`src/rtl/jacobi_loader.sv`:
```
// jacobi_loader
// Receives a word stream from upstream (N, iteration limit, threshold, then the
// N*N matrix, the N-entry b vector and the N-entry initial x vector), writes the
// data words into RAM at consecutive addresses, latches the configuration, and
// starts the Jacobi solver once the whole system is in RAM.
//
// Ports:
//   clk, reset            rising-edge clock, synchronous active-high reset
//   in_valid/in_ready     upstream handshake; in_data is the 32-bit word
//   ram_wren/addr/wdata   RAM write port, one write per accepted data word
//   cfg_n/iter/thresh     latched system order, iteration limit, threshold
//   solver_go             one-cycle start pulse to the solver
//   solver_done           one-cycle completion pulse from the solver
//   busy                  high whenever the loader is not idle in S_N
//   err                   sticky flag for an illegal system order
module jacobi_loader #(
  parameter int N_MAX  = 64,
  parameter int ADDR_W = 16
) (
  input  logic              clk,
  input  logic              reset,
  input  logic              in_valid,
  output logic              in_ready,
  input  logic [31:0]       in_data,
  output logic              ram_wren,
  output logic [ADDR_W-1:0] ram_addr,
  output logic [31:0]       ram_wdata,
  output logic [7:0]        cfg_n,
  output logic [31:0]       cfg_iter,
  output logic [31:0]       cfg_thresh,
  output logic              solver_go,
  input  logic              solver_done,
  output logic              busy,
  output logic              err
);

  typedef enum logic [2:0] {
    S_N, S_IT, S_TH, S_LOAD, S_GO, S_WAIT, S_ERR
  } state_t;

  state_t state, state_next;

  // N*N+2N never exceeds 8280 for N <= 90, so 16 bits covers counter and total.
  logic [15:0] word_cnt;
  logic [15:0] total;
  logic        accept;
  logic        n_ok;
  logic        last_word;

  assign accept    = in_valid && in_ready;
  assign n_ok      = (in_data != 32'd0) && (in_data <= 32'(N_MAX));
  assign last_word = (word_cnt == total - 16'd1);

  // State register.
  always_ff @(posedge clk) begin
    if (reset) begin
      state <= S_N;
    end else begin
      state <= state_next;
    end
  end

  // Next-state logic: header words advance one state each, the data phase
  // ends on the last of the T words, and S_ERR is only left through reset.
  always_comb begin
    state_next = state;
    case (state)
      S_N:     if (accept) state_next = n_ok ? S_IT : S_ERR;
      S_IT:    if (accept) state_next = S_TH;
      S_TH:    if (accept) state_next = S_LOAD;
      S_LOAD:  if (accept && last_word) state_next = S_GO;
      S_GO:    state_next = S_WAIT;
      S_WAIT:  if (solver_done) state_next = S_N;
      S_ERR:   state_next = S_ERR;
      default: state_next = S_N;
    endcase
  end

  // Outputs that depend only on the current state.
  always_comb begin
    in_ready = 1'b0;
    busy     = 1'b1;
    err      = 1'b0;
    case (state)
      S_N:     begin in_ready = 1'b1; busy = 1'b0; end
      S_IT,
      S_TH,
      S_LOAD:  in_ready = 1'b1;
      S_ERR:   err = 1'b1;
      default: ;
    endcase
  end

  // Registered datapath. The RAM write lands one cycle after acceptance, so
  // the last write occupies the single S_GO cycle; solver_go is registered off
  // S_GO so that it pulses in the cycle right after that last write.
  always_ff @(posedge clk) begin
    if (reset) begin
      word_cnt   <= '0;
      total      <= '0;
      ram_wren   <= 1'b0;
      ram_addr   <= '0;
      ram_wdata  <= '0;
      cfg_n      <= '0;
      cfg_iter   <= '0;
      cfg_thresh <= '0;
      solver_go  <= 1'b0;
    end else begin
      ram_wren  <= 1'b0;
      solver_go <= (state == S_GO);
      if (accept) begin
        case (state)
          S_N:    if (n_ok) cfg_n <= in_data[7:0];
          S_IT:   cfg_iter <= in_data;
          S_TH: begin
            cfg_thresh <= in_data;
            word_cnt   <= '0;
            total      <= ({8'd0, cfg_n} * {8'd0, cfg_n}) + {7'd0, cfg_n, 1'b0};
          end
          S_LOAD: begin
            ram_wren  <= 1'b1;
            ram_addr  <= ADDR_W'(word_cnt);
            ram_wdata <= in_data;
            word_cnt  <= word_cnt + 16'd1;
          end
          default: ;
        endcase
      end
    end
  end

endmodule
```
`config.mk`:
```
export PLATFORM = sky130hd
export DESIGN_NAME = jacobi_loader
export DESIGN_NICKNAME = d
export VERILOG_FILES = /design/src/rtl/jacobi_loader.sv
export SDC_FILE = /design/constraint.sdc
export NUM_CORES = 1
export LEC_CHECK = 0
export BUFFER_PORTS_ARGS = -buffer_cell sky130_fd_sc_hd__buf_2
export CORE_MARGIN = 2
export CORE_UTILIZATION = 56
export CTS_BUF_LIST = sky130_fd_sc_hd__clkbuf_16
export DETAILED_ROUTE_END_ITERATION = 12
export HOLD_SLACK_MARGIN = 0.12
export PLACE_DENSITY = 0.81
export RECOVER_POWER = 100
export SETUP_SLACK_MARGIN = 0.15
export SYNTH_ARGS = -nofsm -noshare
export SYNTH_HDL_FRONTEND = slang
export SYNTH_SLANG_ARGS = --single-unit
```
`constraint.sdc`:
```
create_clock -name clk -period 5.5 [get_ports clk]
set_clock_uncertainty 0.1 [all_clocks]
set_input_delay 0 -clock clk [delete_from_list [all_inputs] [get_ports clk]]
set_output_delay 0 -clock clk [all_outputs]
set_load 0.05 [all_outputs]
```
==> results.md <==
- The flow ran to the end, but the final reports show violations.
- The checks that failed: capacitance limit, slew limit.
- The multi-input combinational cell area is 0.00438 mm^2.
- The net count of the finished layout is 1269.
- The master cell of the clock root buffer is sky130_fd_sc_hd__clkbuf_16.
- The finished cells cover 0.00969 mm^2.
- The synthesized netlist occupies a cell area of 0.00800 mm^2.
- The register cell area after layout is 0.00312 mm^2.
- The biggest fanout along the worst timing path is 11.
- The TritonCTS sink count is 156.
- The worst reg-to-reg path cell count is 18.
- Dividing the final minimum period by the clock period gives 86.2%.
- The number of slew-limit violations in the final report is 84.
- On the critical path the largest part of the delay comes from adder cells.
- The number of antenna diodes in the final layout is 0.
- The number of maximum-capacitance constraint violations is 2.
- The endpoint kind of the worst setup timing path is a flop.
- The initial core utilization is 57.4%.
- The endpoint of the lowest-slack register-to-register path is total[14]$_SDFFE_PP0P_.
- Counting instances in the post-synthesis netlist gives the leading cell types as sky130_fd_sc_hd__nand2_1, sky130_fd_sc_hd__dfxtp_1, sky130_fd_sc_hd__a21oi_1.
- The count of distinct cell types in the synthesized netlist is 54.
- The worst hold-check path type is in2reg.
- In the final routed layout, each cell accounts on average for 16.1 um.
- The worst register-to-register path begins at cfg_n[0]$_SDFFE_PP0P_.
- The via density per instance is 5.50.
- At the pin with the least slew margin, the transition time is 2.11 ns.
- The leakage dissipation is 3.85 nW.
- The most frequent cell on the critical path is sky130_fd_sc_hd__inv_1.
- The number of setup buffers added after CTS is 0.
- The H-tree was split into 4 levels.
- The clock tree from TritonCTS is done.
- The first global-routing pass estimated 35200 um of wire.
- Setup repair after global routing left no endpoint under its margin.
- The deepest clock path buffer count is 2.
- The DRC violation count after routing is 0.
- After synthesis, the cell types taking the most area are sky130_fd_sc_hd__dfxtp_1, sky130_fd_sc_hd__nand2_1, sky130_fd_sc_hd__fa_1.
- Derived from the worst setup path, the maximum achievable clock frequency is 211 MHz.
- The post-synthesis sequential area ratio is 39.0%.
- The count of final hold-check violations is 0.
- The worst setup path is launched from a flop.
- The total area inside the core boundary comes to 0.0139 mm^2.
- The most frequently used flop master after synthesis is sky130_fd_sc_hd__dfxtp_1.
- 161 I/O pins were placed.
- In this run, CTS created clock tree buffers numbering 17.
- After filler insertion, the fill cell instance count of the layout stands at 1144.
- The clock latency reported for the late side of the worst-skew pair is 0.43 ns.
- The end point of the worst hold path is ram_wdata[12]$_SDFFE_PP0P_.
- The total congestion overflow is 0.
- The critical path goes through and2_0, inv_1, fa_1, fa_1, inv_1, ha_1, inv_1, fa_1, inv_1, ha_1, inv_1, fa_1, nor2b_1, o21ai_0, a21boi_0, o21ai_0, o21a_1, o211ai_1.
- During synthesis, Yosys emitted a total of 0 warnings.
- The synthesized design devotes to its leading area cell type 39.0% of total area.
- The final number of setup-violating endpoints is 0.
- Headroom to the max-slew limit came out at -41.1%.
- The die is 124 um wide.
- On the worst path, the slowest cell contributes a delay of 0.52 ns.
- In this run the most critical hold path is launched from in_data[12].
- The maximum number of pins on one net before global-route repair is 75.
- Setup total negative slack on the finished layout was measured at 0 ns.
- From bottom edge to top edge, the die measures 124 um.
- The arrival time of data at the critical path endpoint is 4.99 ns.
- The cell at the slowest stage of the critical path is sky130_fd_sc_hd__dfxtp_1.
- The DRC marker count from the first detailed-route iteration is 677.
- The total of flip-flops plus latches after synthesis is 156.
- Clock-pin slew was measured on the worst setup and hold paths at 0.07 ns.
- The number of global-route vias before repair came to 7121.
- The cell with the most instances after synthesis is sky130_fd_sc_hd__nand2_1.
- Input and output buffers added on the ports amount to 160.
- The worst hold path was traced through 4 stages.
- The area growth from synthesis to final layout is 21.1%.
- The residual antenna-violating net count after detailed routing is 0.
- Across the VDD grid, the largest voltage drop is 0.000267 V.
- The final route contains 7476 vias.
- The floorplan step defined a die boundary enclosing 0.0153 mm^2.
- Counting flops with an async set or reset pin after synthesis yields a share of 0%.
- The final wirelength is 21900 um.
- The flop-to-flop setup slack is 0.76 ns.
- Counting every instance in the synthesized netlist gives 1003.
- The first detailed-routing pass ran for 8 iterations.
- Detailed placement finished with a half-perimeter wire length of 14600 um.
- The average instance area after synthesis is 7.98 um^2.
- For this design, the CTS-stage hold fixing added 40 buffers.
- The final RePlAce weighted congestion is 0.871.
- The worst path needs 4.74 ns of the cycle, external delays included.
- The initial antenna violation count is 0.
- The cell row count is 43.
- For this design the ratio of total power to cell area is 287 mW/mm^2.
- The type of the worst setup path is reg2reg.
- Together, buffers and inverters on the worst path number 5.
- The total power is 2.78 mW.
- The post-synthesis net count is 1104.
- The combined global-route utilization of all metal layers is 29.6%.
- The share of post-route cells with drive strength above 1 is 6.02%.
- At the worst endpoint, the required time is 5.75 ns.
- sky130_fd_sc_hd__dfxtp_1 takes more of the synthesized area than any other cell.
- The post-cts resize count is 0.
- The instance area at placement is 0.00885 mm^2.
- The number of enable flip-flop cells after synthesis is 0.
## worst min-delay path: stages
cell	delay, ns
sky130_fd_sc_hd__dlygate4sd3_1	0.53
sky130_fd_sc_hd__buf_2	0.15
sky130_fd_sc_hd__nand2_1	0.06
sky130_fd_sc_hd__a21oi_1	0.05
## through the flow
step / hold slack (ns) / worst slack [ns] / std cells / utilization (%)
CTS: 0.284 / 0.803 / 1360 / 70.9
global route: 0.302 / 0.307 / 1360 / 69.6
global placement: 0.176 / 0.921 / 1289 / 63.5
finish: 0.297 / 0.757 / 1360 / 69.6
floorplan: 0.0360 / 0.736 / 1003 / -
detailed placement: 0.184 / 0.821 / 1289 / 63.5
## metal layers
layer / share of wire [%] / up-vias / GRT usage (%) / routed length (um)
li1: - / 3630 / - / -
met1: 42 / 3519 / 37.2 / 9110
met2: 49 / 281 / 49.1 / 10700
met3: 6.8 / 46 / 7.56 / 1500
met4: 2.5 / 0 / 10.7 / 547
met5: 0 / - / 0 / 0
## how the worst max path moves through the flow
stage | start | endpoint | cells past startpoint
finish | cfg_n[0]$_SDFFE_PP0P_ | total[14]$_SDFFE_PP0P_ | 18
global placement | cfg_n[4]$_SDFFE_PP0P_ | total[14]$_SDFFE_PP0P_ | 18
detailed placement | cfg_n[0]$_SDFFE_PP0P_ | total[14]$_SDFFE_PP0P_ | 18
global route | cfg_n[0]$_SDFFE_PP0P_ | total[14]$_SDFFE_PP0P_ | 18
floorplan | cfg_n[0]$_SDFFE_PP0P_ | total[14]$_SDFFE_PP0P_ | 19
CTS | cfg_n[0]$_SDFFE_PP0P_ | total[14]$_SDFFE_PP0P_ | 18
## final cells by class
class / instances / share of cell area (%)
Clock buffer: 17 / 4.39
Clock inverter: 14 / 2.01
Inverter: 71 / 2.75
Multi-Input combinational cell: 716 / 45.2
Sequential cell: 156 / 32.2
Tap cell: 180 / 2.32
Timing Repair Buffer: 206 / 11.1
## where the power goes
group	leakage, nW	internal [mW]	switching [mW]
clock network	0.304	0.762	0.493
registers	1.26	1.16	0.0280
logic	2.29	0.0809	0.254
## logic make-up (layout without fill, tap and decap cells)
family | after synthesis | in the layout | synth area share, %
adders and majority gates | 65 | 65 | 13.3
xor gates and xnor gates | 40 | 40 | 4.38
DFF | 156 | 156 | 39.0
AOI/OAI and AO/OA | 179 | 179 | 12.6
muxes | 8 | 8 | 1.00
buffers and inverters | 131 | 308 | 6.21
and+or+nand+nor | 424 | 424 | 23.5
## state kept, by name, indices dropped and copies added, names as in the netlist
signal / flops
ram_wren: 1
state: 3
ram_wdata: 32
total: 15
cfg_thresh: 32
word_cnt: 16
cfg_n: 8
ram_addr: 16
cfg_iter: 32
solver_go: 1
## layout by cell type, fill, tap and decap left out, types with 21 or more instances in the layout
cell,count
sky130_fd_sc_hd__buf_2,33
sky130_fd_sc_hd__dfxtp_1,156
sky130_fd_sc_hd__clkbuf_1,130
sky130_fd_sc_hd__nand2_1,259
sky130_fd_sc_hd__dlygate4sd3_1,40
sky130_fd_sc_hd__fa_1,33
sky130_fd_sc_hd__a21oi_1,129
sky130_fd_sc_hd__xnor2_1,21
sky130_fd_sc_hd__ha_1,32
sky130_fd_sc_hd__nor2_1,49
sky130_fd_sc_hd__inv_1,73
(Power assumes the default switching activity.)
